File: config.mk
export PLATFORM = sky130hd
export DESIGN_NAME = mem_rd_skew
export DESIGN_NICKNAME = d
export VERILOG_FILES = /design/src/rtl/tpu_pkg.sv /design/src/rtl/skew_lane.sv /design/src/rtl/mem_rd_skew.sv
export SDC_FILE = /design/constraint.sdc
export NUM_CORES = 1
export LEC_CHECK = 0
export CAP_MARGIN = 0
export CORE_ASPECT_RATIO = 0.8
export CORE_MARGIN = 2
export CORE_UTILIZATION = 35
export CTS_CLUSTER_SIZE = 16
export DETAILED_ROUTE_END_ITERATION = 6
export SLEW_MARGIN = 20
export SYNTH_ARGS = -nofsm -noshare
export SYNTH_HDL_FRONTEND = slang
export SYNTH_SLANG_ARGS = --single-unit
File: constraint.sdc
create_clock -name clk -period 1.95 [get_ports clk]
set_input_delay 0.39 -clock clk [delete_from_list [all_inputs] [get_ports clk]]
set_output_delay 0.39 -clock clk [all_outputs]
set_load 0.01 [all_outputs]
File: src/rtl/tpu_pkg.sv
// rtl/tpu_pkg.sv - shared constants and lane-slice helper for the memArr read path
package tpu_pkg;

    localparam int DATA_W_DEF = 8;
    localparam int ROW_CNT_W  = 16;
    localparam int MAX_LANE_W = 32;
    localparam int MAX_ROW_W  = 32 * MAX_LANE_W;

    // Lane k of a packed row; caller narrows the result to its own lane width.
    function automatic logic [MAX_LANE_W-1:0] lane_slice(
        input logic [MAX_ROW_W-1:0] row,
        input int                   k,
        input int                   lane_w
    );
        return MAX_LANE_W'(row >> (k * lane_w));
    endfunction

endpackage

File: src/rtl/skew_lane.sv
// rtl/skew_lane.sv - DEPTH-stage {valid, data} delay chain for one skew lane
module skew_lane #(
    parameter int DEPTH  = 1,
    parameter int DATA_W = 8
) (
    input  logic              clk,
    input  logic              reset,
    input  logic              in_valid,
    input  logic [DATA_W-1:0] in_data,
    output logic              out_valid,
    output logic [DATA_W-1:0] out_data
);

    logic [DEPTH-1:0]  vld;
    logic [DATA_W-1:0] dat [DEPTH];

    always_ff @(posedge clk) begin
        if (reset) begin
            vld <= '0;
            for (int i = 0; i < DEPTH; i++) dat[i] <= '0;
        end else begin
            vld[0] <= in_valid;
            dat[0] <= in_valid ? in_data : '0;
            for (int i = 1; i < DEPTH; i++) begin
                vld[i] <= vld[i-1];
                dat[i] <= dat[i-1];
            end
        end
    end

    assign out_valid = vld[DEPTH-1];
    assign out_data  = vld[DEPTH-1] ? dat[DEPTH-1] : '0;

endmodule

File: src/rtl/mem_rd_skew.sv
// rtl/mem_rd_skew.sv - diagonal skew of memArr rows into systolic wavefront order; MEM_RD_SKEW_ROW_CNT_EN adds row counter
module mem_rd_skew
    import tpu_pkg::*;
#(
    parameter int WIDTH  = 16,
    parameter int DATA_W = DATA_W_DEF
) (
    input  logic                    clk,
    input  logic                    reset,
    input  logic                    in_valid,
    input  logic [WIDTH*DATA_W-1:0] in_data,
    output logic [WIDTH*DATA_W-1:0] out_data,
    output logic [WIDTH-1:0]        out_valid,
    output logic                    busy,
    output logic                    done
`ifdef MEM_RD_SKEW_ROW_CNT_EN
    ,
    output logic [ROW_CNT_W-1:0]    row_cnt,
    output logic [ROW_CNT_W-1:0]    row_cnt_last
`endif
);

    for (genvar k = 0; k < WIDTH; k++) begin : g_lane
        logic [DATA_W-1:0] lane_in;
        assign lane_in = DATA_W'(lane_slice(MAX_ROW_W'(in_data), k, DATA_W));

        skew_lane #(
            .DEPTH  (k + 1),
            .DATA_W (DATA_W)
        ) u_lane (
            .clk       (clk),
            .reset     (reset),
            .in_valid  (in_valid),
            .in_data   (lane_in),
            .out_valid (out_valid[k]),
            .out_data  (out_data[k*DATA_W +: DATA_W])
        );
    end

    // Every lane is fed the same in_valid, so the deepest lane's valid chain
    // holds the union of all stage valid bits; track it here as occupancy.
    logic [WIDTH-1:0] occ;
    logic             busy_next;

    always_ff @(posedge clk) begin
        if (reset) occ <= '0;
        else       occ <= {occ[WIDTH-2:0], in_valid};
    end

    assign busy      = |occ;
    assign busy_next = in_valid | (|occ[WIDTH-2:0]);

    always_ff @(posedge clk) begin
        if (reset) done <= 1'b0;
        else       done <= busy & ~busy_next;
    end

`ifdef MEM_RD_SKEW_ROW_CNT_EN
    always_ff @(posedge clk) begin
        if (reset) begin
            row_cnt      <= '0;
            row_cnt_last <= '0;
        end else if (done) begin
            row_cnt_last <= row_cnt;
            row_cnt      <= '0;
        end else if (out_valid[WIDTH-1] && (row_cnt != '1)) begin
            row_cnt <= row_cnt + 1'b1;
        end
    end
`else
    // row counter not built
`endif

endmodule

# Yosys cells after proc, flatten, opt, wreduce, memory -nomap -nowiden
# Memory sizes are Yosys's and may differ from the RTL's.
# Index checks and enable logic that the tools add are counted.
# classes
n_mux	172
bitwise	138
n_reduce_logical	3
# ops
operator	count
8-bit 2-to-1 mux	168
1-bit bitwise OR	136
16-bit OR reduction	1
15-bit OR reduction	1
8-bit OR reduction	1
1-bit 2-to-1 mux	4
1-bit bitwise AND	1
1-bit inverter	1
# totals
reg_bits	153
mem_bits_rw	1088
in_bits	131
out_inout_bits	146
elab_cells	347
memories	16
# mem_list
memory	words	word_bits	read_ports	rd_ports_with_merged_regs	wr	line	text
g_lane[15].u_lane.dat	16	8	16	0	16	skew_lane.sv:15	logic [DATA_W-1:0] dat [DEPTH];
g_lane[14].u_lane.dat	15	8	15	0	15	skew_lane.sv:15	
g_lane[13].u_lane.dat	14	8	14	0	14	skew_lane.sv:15	
g_lane[12].u_lane.dat	13	8	13	0	13	skew_lane.sv:15	
g_lane[11].u_lane.dat	12	8	12	0	12	skew_lane.sv:15	
g_lane[10].u_lane.dat	11	8	11	0	11	skew_lane.sv:15	
10 more memories	n/a	n/a	n/a	n/a	n/a	n/a	

# Longest topological paths before layout
# Gate-level depths: netlist of the first run.
# depth
ltp_word	4
ltp_mapped	4
ltp_nobuf	3

# Hierarchy
# A second synthesis of the first run with hierarchy kept.
# hier_totals
hier_cells	2745
hier_area_um2	35142.5
# modules_own_cells
mod	instances	cells_each	area_per_inst_um2	seq_area_each_um2
skew_lane at g_lane[15].u_lane	1	312	4181.5	2882.8
skew_lane at g_lane[14].u_lane	1	293	3828.7	2702.6
skew_lane at g_lane[13].u_lane	1	274	3508.4	2522.4
skew_lane at g_lane[12].u_lane	1	255	3240.6	2342.2
skew_lane at g_lane[11].u_lane	1	236	3022.9	2162.1
skew_lane at g_lane[10].u_lane	1	217	2760.1	1981.9
skew_lane at g_lane[9].u_lane	1	198	2484.9	1801.7
skew_lane at g_lane[8].u_lane	1	179	2323.5	1621.6
skew_lane at g_lane[7].u_lane	1	159	1999.4	1441.4
skew_lane at g_lane[6].u_lane	1	140	1757.9	1261.2
skew_lane at g_lane[5].u_lane	1	121	1520.2	1081.0
skew_lane at g_lane[4].u_lane	1	102	1278.7	900.9
skew_lane at g_lane[3].u_lane	1	83	1037.2	720.7
skew_lane at g_lane[2].u_lane	1	64	795.8	540.5
+3 rows	n/a	n/a	n/a	n/a

# Worst setup path after synthesis of the first run
# OpenSTA, ideal clock, no wires.
# synth_timing
path_type	register to output
from	register occ[2]
to	output port busy
t_arrival_ns	1.039
required_time_ns	1.560
slack_ns	0.521
stages_incl_launch_ff	4
path_buffers	0
cell_sequence	dfxtp_1 nor4_1 nand4_1 or2_2
# synth_via
elab_chain_cells	1
# synth_rtl
element	line	text
start: declaration	mem_rd_skew.sv:42	logic [WIDTH-1:0] occ;
start signal: assignment	mem_rd_skew.sv:47	else occ <= {occ[WIDTH-2:0], in_valid};
16-bit OR reduction	mem_rd_skew.sv:50	assign busy = |occ;
end: declaration	mem_rd_skew.sv:14	output logic busy,
# Every way passes these cells.

# Final worst setup path of the first run
# layout_timing
from	register occ[7]
to	output port busy
# The elaborated chain is that of the path after synthesis.

==> qor_table.md, run 1 <==
| Parameter | This run | Unit |
|---|---|---|
| Fin. Hold Viols | 0 | - |
| Wirelength per Cell | 12.4 | um |
| Setup violations, final | 13 | - |
| Cell type with the largest total area after synthesis | sky130_fd_sc_hd__dfxtp_1 | - |
| Syn-to-layout area delta | 27.7 | % |
| Static leakage | 15.7 | nW |
| Count of boundary I/O pins | 277 | - |
| Commonest non-fill, non-tap cells in the layout | sky130_fd_sc_hd__dfxtp_1, sky130_fd_sc_hd__nor2b_1, sky130_fd_sc_hd__and2_1 | - |
| Setup Skew | 0.0132 | ns |
| Total power after layout | 43.9 | mW |
| Number of clock buffers inserted by TritonCTS | 103 | - |
| Startpoint types | flop | - |
| Antenna violations before repair | 4 | - |
| Clock tree from TritonCTS | done | - |
| Placer Congestion | 0.765 | - |
| Routed wire length | 50000 | um |
| Worst path arrival time | 1.91 | ns |
| Most common cell after layout, fill and taps aside | sky130_fd_sc_hd__dfxtp_1 | - |
| Total negative setup slack | -1.03 | ns |
| Number of violations reported at the end of detailed-routing iteration 0 | 585 | - |
| Post-Place Worst Slack | -0.139 | ns |
| Count of non-filler cells in the finished layout | 4029 | - |
| Max transition margin | 70.1 | % |
| Violated checks | negative setup slack | - |
| Largest buffer count on any clock path | 3 | - |
| Share of the synthesized area in the top cell type | 72.6 | % |
| Mean Syn Cell Area | 12.3 | sq um |
| Maximum fanout along the worst path | 2 | - |
| Number of cells after detailed placement | 3786 | - |
| Routed via count | 15500 | - |
| Post-route antenna net violation count | 0 | - |
| Final design area excluding fillers | 38900 | sq um |
| Maximum Capacitance Violations | 0 | - |
| Worst-margin pin slew | 0.448 | ns |
| Count of standard-cell rows | 96 | - |
| Category of the critical setup timing path | reg -> out | - |
| Die Outline Area | 89400 | sq um |
| Required time worst endpoint | 1.56 | ns |
| Final net count | 2951 | - |
| Fin worst setup slack | -0.354 | ns |
| Deepest level of the CTS H-tree | 3 | - |
| Setup repair after global routing missed its margin | true | - |
| Type of the worst min-delay path | in -> reg | - |
| Pin count of the biggest net entering global routing | 111 | - |
| Length of the first detailed-routing pass in iterations | 4 | - |
| Hold buffers post-CTS | 0 | - |
| Synth Warn # | 0 | - |
| Routing layer with the top usage in global route | met2 | - |
| Number of global-route vias before repair | 15300 | - |
| Gr usage total | 11.0 | % |
| Share of the yosys chip area belonging to registers | 72.6 | % |
| Unique cell type count in the Yosys netlist | 11 | - |
| DR vias/cell | 3.84 | - |
| Detailed placer's ending HPWL | 28200 | um |
| Synthesized net count | 2613 | - |
| Buffer cell driving the clock tree root | sky130_fd_sc_hd__clkbuf_16 | - |
| FF-to-FF Start | occ[7]$_SDFF_PP0_ | - |
| Top post-synthesis cells by area | sky130_fd_sc_hd__dfxtp_1, sky130_fd_sc_hd__nor2b_1, sky130_fd_sc_hd__and2_1 | - |
| Power density over the cells | 1130 | nW/um^2 |
| Flops & latches, synth | 1105 | - |
| Met1 track utilization from global routing | 14.5 | % |
| Synthesized netlist cell count | 2482 | - |
| Post-layout utilization of the core | 45.2 | % |
| Share of post-route cells with drive strength above 1 | 17.0 | % |
| Worst voltage drop across the vdd grid | 0.595 | mV |
| Critical path launch point | occ[7]$_SDFF_PP0_ | - |
| Fin crit period | 2.30 | ns |
| Fmax | 0.434 | GHz |
| Clock sink total | 1105 | - |
| Clock latency reported for the late side of the worst-skew pair | 0.65 | ns |
| CORE AREA | 86000 | sq um |
| Met2 track utilization from global routing | 17.2 | % |
| Starting Density | 35.4 | % |
| Post-placement cell area | 34500 | sq um |
| Fin Hold WS | 0.0837 | ns |
| Total count of max-transition violations in the final report | 0 | - |
| Width of the chip | 334 | um |
| Met3 usage | 3.28 | % |
| Run status | finished with violations | - |
| Min-delay src | reset | - |
| Crit share post-route | 118 | % |
| Global-route wire length before repair | 78400 | um |
| Worst-path clk slew | 0.06 | ns |
| Overflow left after global routing | 0 | - |
| Die extent in y | 268 | um |
| Count of port buffers added during placement | 276 | - |
| Netlist area before placement | 30500 | sq um |
| Drc violations | 0 | - |
| Sort of element at the end of the critical path | output port | - |
kinds of logic (layout without fill, tap and decap cells):
kind of cell / after synthesis / after routing / synth area share [%]
DFF: 1105 / 1105 / 72.6
buffers and inverters: 138 / 556 / 1.93
and+or+nand+nor: 1239 / 1239 / 25.4
other: 0 / 2 / 0
final timing paths:
kind,to,slack (ns),depth (start not counted)
max,busy,-0.35,4
min,g_lane[14].u_lane.dat[0][98]$_SDFF_PP0_,0.08,2
max reg2reg,done$_SDFF_PP0_,0.44,5
min reg2reg,g_lane[9].u_lane.dat[0][39]$_SDFF_PP0_,0.43,1
final cells by class:
| type | count | area (sq um) |
|---|---|---|
| Timing Repair Buffer | 371 | 3830 |
| Multi-Input combinational cell | 1239 | 8000 |
| Clock buffer | 144 | 2950 |
| Tap cell | 1127 | 1410 |
| Antenna cell | 2 | 5.00 |
| Sequential cell | 1105 | 22200 |
| Clock inverter | 41 | 526 |
| Fill cell | 7826 | 47100 |
critical path, stage by stage (launching register included):
cell and delay (ns):
sky130_fd_sc_hd__dfxtp_2 0.34, sky130_fd_sc_hd__nor4_4 0.29, sky130_fd_sc_hd__nand4_1 0.23, sky130_fd_sc_hd__or2_4 0.29, sky130_fd_sc_hd__buf_6 0.12
registers in the layout (all words and copies together), names as in the netlist:
signal	cells
g_lane.u_lane.dat	1088
occ	13
g_lane.u_lane.vld	3
done	1
what timing repair did:
| item | in CTS | in global routing |
|---|---|---|
| setup buffers | 43 | 21 |
| endpoints found under the setup margin | 145 | 103 |
| gates resized for setup | 628 | 185 |
| endpoints found under the hold margin | 0 | 0 |
| pin swaps | 7 | 5 |
| cloned | 8 | 1 |
cell usage after synthesis:
library cell	n
sky130_fd_sc_hd__or2_2	1
sky130_fd_sc_hd__buf_2	9
sky130_fd_sc_hd__nor4b_1	1
sky130_fd_sc_hd__nor2b_1	976
sky130_fd_sc_hd__nand4_1	1
sky130_fd_sc_hd__nor4_1	3
sky130_fd_sc_hd__dfxtp_1	1105
sky130_fd_sc_hd__nor3_1	1
sky130_fd_sc_hd__buf_4	16
sky130_fd_sc_hd__and2_1	256
sky130_fd_sc_hd__clkbuf_1	113
power breakdown:
group,switching (mW),internal (mW)
clock network,8.24,11.8
registers,0.0558,22.8
logic,0.469,0.491
total,8.77,35.1
routing by layer:
layer,part of all wire [%],vias up,wire length [um]
met2,45,274,22300
li1,-,8128,-
met1,48,6993,24100
met4,2.2,0,1120
met5,0,-,0
met3,5.0,88,2510
Power figures use the tool's default switching activity.
==> run 2: changes to the inputs <==
Settings changed: GPL_TIMING_DRIVEN set to 0.
Clock period 1.95 ns to 2.2 ns, I/O delays scaled along.
==> qor_table.md, run 2 (synthesis gave the netlist of run 1 again) <==
| Parameter | This run | Unit | Delta |
|---|---|---|---|
| Global-route wire length before repair | 77400 | um | -1.3% |
| Static leakage | 15.5 | nW | -1.2% |
| Clock sink total | 1105 | - | unchanged |
| Worst path arrival time | 1.89 | ns | -0.02 ns |
| Drc violations | 0 | - | unchanged |
| Regs by FF count | g_lane.u_lane.dat (1088), occ (13), g_lane.u_lane.vld (3) | - |  |
| Number of global-route vias before repair | 14100 | - | -7.4% |
| Number of flip-flops in the largest register | 1088 | - | unchanged |
| FF-to-FF Start | occ[2]$_SDFF_PP0_ | - |  |
| Post-Place Worst Slack | -0.862 | ns | -0.723 ns |
| Setup violations, final | 1 | - | -12 |
| Die Outline Area | 89400 | sq um | unchanged |
| Fin worst setup slack | -0.130 | ns | +0.224 ns |
| Worst Reg2Reg Path Length in Cells | 3 | - | -2 |
| Type of the worst min-delay path | in -> reg | - |  |
| Fin Hold WS | 0.343 | ns | +0.259 ns |
| Setup repair after global routing missed its margin | true | - |  |
| Overflow left after global routing | 0 | - | unchanged |
| Levels on crit path | 4 | - | unchanged |
| DR vias/cell | 3.74 | - | -2.6% |
| Power density over the cells | 998 | nW/um^2 | -12% |
| Starting Density | 35.4 | % | unchanged |
| Worst-margin pin slew | 1.01 | ns | +0.558 ns |
| CP cell instances | nor4_4, nand4_1, or2_4, buf_6 | - |  |
| Violated checks | negative setup slack | - |  |
| Most common cell after layout, fill and taps aside | sky130_fd_sc_hd__dfxtp_1 | - |  |
| Reg2Reg Setup Slack | 0.91 | ns | +0.47 ns |
| Count of port buffers added during placement | 276 | - | unchanged |
| CORE AREA | 86000 | sq um | unchanged |
| Maximum Capacitance Violations | 0 | - | unchanged |
| Antenna violations before repair | 6 | - | +2 |
| Maximum fanout along the worst path | 2 | - | unchanged |
| Setup Skew | 0.0167 | ns | +0.00347 ns |
| Max transition margin | 32.9 | % | -37 points |
| Required time worst endpoint | 1.76 | ns | +0.20 ns |
| Run status | finished with violations | - |  |
| Width of the chip | 334 | um | unchanged |
| Fmax | 0.429 | GHz |  |
| Top register by number of flip-flops | g_lane.u_lane.dat | - |  |
| Routed wire length | 50300 | um | +0.59% |
| Worst voltage drop across the vdd grid | 0.719 | mV | +21% |
| Placer Congestion | 0.702 | - | -8.2% |
| Final net count | 3017 | - | +2.2% |
| Die extent in y | 268 | um | unchanged |
| Clock latency reported for the late side of the worst-skew pair | 0.64 | ns | about the same |
| Commonest non-fill, non-tap cells in the layout | sky130_fd_sc_hd__dfxtp_1, sky130_fd_sc_hd__nor2b_1, sky130_fd_sc_hd__and2_1 | - |  |
| Pin count of the biggest net entering global routing | 20 | - | -82% |
| Buffer cell driving the clock tree root | sky130_fd_sc_hd__clkbuf_16 | - |  |
| Post-route antenna net violation count | 0 | - | unchanged |
| Number of violations reported at the end of detailed-routing iteration 0 | 352 | - | -40% |
| Largest buffer count on any clock path | 3 | - | unchanged |
| Cell depth of the worst min-delay path | 2 | - | unchanged |
| Sort of element at the end of the critical path | output port | - |  |
| Deepest level of the CTS H-tree | 3 | - | unchanged |
| Final design area excluding fillers | 38200 | sq um | -1.9% |
| Fin. Hold Viols | 0 | - | unchanged |
| Length of the first detailed-routing pass in iterations | 4 | - | unchanged |
| End of the worst register-to-register path | done$_SDFF_PP0_ | - |  |
| Gr usage total | 11.2 | % | +0.26 points |
| Total power after layout | 38.1 | mW | -13% |
| Worst stage delay on the critical path | 0.36 | ns | +0.02 ns |
| Critical path launch point | occ[2]$_SDFF_PP0_ | - |  |
| Syn-to-layout area delta | 25.3 | % |  |
| Share of post-route cells with drive strength above 1 | 7.87 | % | -9.2 points |
| Post-placement cell area | 34600 | sq um | +0.26% |
| Clock tree from TritonCTS | done | - |  |
| Fillers | 8078 | - | +3.2% |
| Routed via count | 15300 | - | -0.98% |
| Hold buffers post-CTS | 0 | - | unchanged |
| Wirelength per Cell | 12.3 | um | -1.0% |
| Worst setup path endpoint | busy | - |  |
| Detailed placer's ending HPWL | 34100 | um | +21% |
| Count of buffering cells on the critical path with inverters included | 1 | - | unchanged |
| Total count of max-transition violations in the final report | 0 | - | unchanged |
| Number of clock buffers inserted by TritonCTS | 103 | - | unchanged |
| Count of boundary I/O pins | 277 | - | unchanged |
| Crit share post-route | 106 | % |  |
| Crit path max-delay family | simple AND/OR/NAND/NOR gates | - |  |
| Count of standard-cell rows | 96 | - | unchanged |
| Worst-path clk slew | 0.06 | ns | about the same |
| Startpoint types | flop | - |  |
| Critical path's slowest cell | sky130_fd_sc_hd__dfxtp_4 | - |  |
| Category of the critical setup timing path | reg -> out | - |  |
| Fin crit period | 2.33 | ns |  |
[run 2: how the worst min path moves through the flow]
stage / to / start / slack, ns
floorplan: g_lane[10].u_lane.dat[0][10]$_SDFF_PP0_ / g_lane[10].u_lane.dat[0][2]$_SDFF_PP0_ / 0.41
global placement: g_lane[12].u_lane.dat[0][94]$_SDFF_PP0_ / g_lane[12].u_lane.dat[0][86]$_SDFF_PP0_ / 0.41
detailed placement: g_lane[10].u_lane.dat[0][8]$_SDFF_PP0_ / g_lane[10].u_lane.dat[0][0]$_SDFF_PP0_ / 0.42
CTS: g_lane[9].u_lane.dat[0][1]$_SDFF_PP0_ / in_data[73] / 0.28
global route: g_lane[7].u_lane.dat[0][0]$_SDFF_PP0_ / in_data[56] / 0.30
finish: g_lane[9].u_lane.dat[0][2]$_SDFF_PP0_ / in_data[74] / 0.34
[run 2: through the flow]
stage / instances / setup TNS (ns) / util [%]
after global routing: 4088 / -0.248 / 44.3
final: 4095 / -0.130 / 44.4
after floorplan: 2482 / 0 / -
after global placement: 3885 / -281.76 / 40.3
after CTS: 4085 / -0.261 / 44.3
after detailed placement: 3885 / -297.19 / 40.3
[run 2: worst reg2reg max path, delay by kind of cell, from the launching register on]
family,cells,cell delay [ns]
AND/OR/NAND/NOR,3,0.82
flip-flops,1,0.36
[run 2: power by group]
group	switching (mW)	leakage (nW)	internal, mW
sequential	0.0444	8.95	20.2
clock	7.21	1.59	9.75
combinational	0.462	5.01	0.400
total	7.72	15.5	30.4
[run 2: final cells by class]
| type | instances | area [sq um] | area share, % |
|---|---|---|---|
| Antenna cell | 7 | 17.5 | 0.0459 |
| Tap cell | 1127 | 1410 | 3.70 |
| Clock buffer | 153 | 2950 | 7.72 |
| Timing Repair Buffer | 300 | 2870 | 7.53 |
| Clock inverter | 27 | 327 | 0.856 |
| Multi-Input combinational cell | 1239 | 7810 | 20.5 |
| Sequential cell | 1105 | 22200 | 58.1 |
| Buffer | 137 | 591 | 1.55 |
[run 2: repair_timing]
action	CTS	global route
pin swaps	1	3
hold endpoints to repair	0	0
setup buffers	21	3
endpoints found under the setup margin	168	14
resized for setup	213	33
[run 2: layer usage]
| layer | global-route usage (%) | part of all wire [%] |
|---|---|---|
| met4 | 3.93 | 2.3 |
| met3 | 2.88 | 4.7 |
| met5 | 0 | 0 |
| met1 | 15.0 | 49 |
| met2 | 17.6 | 44 |
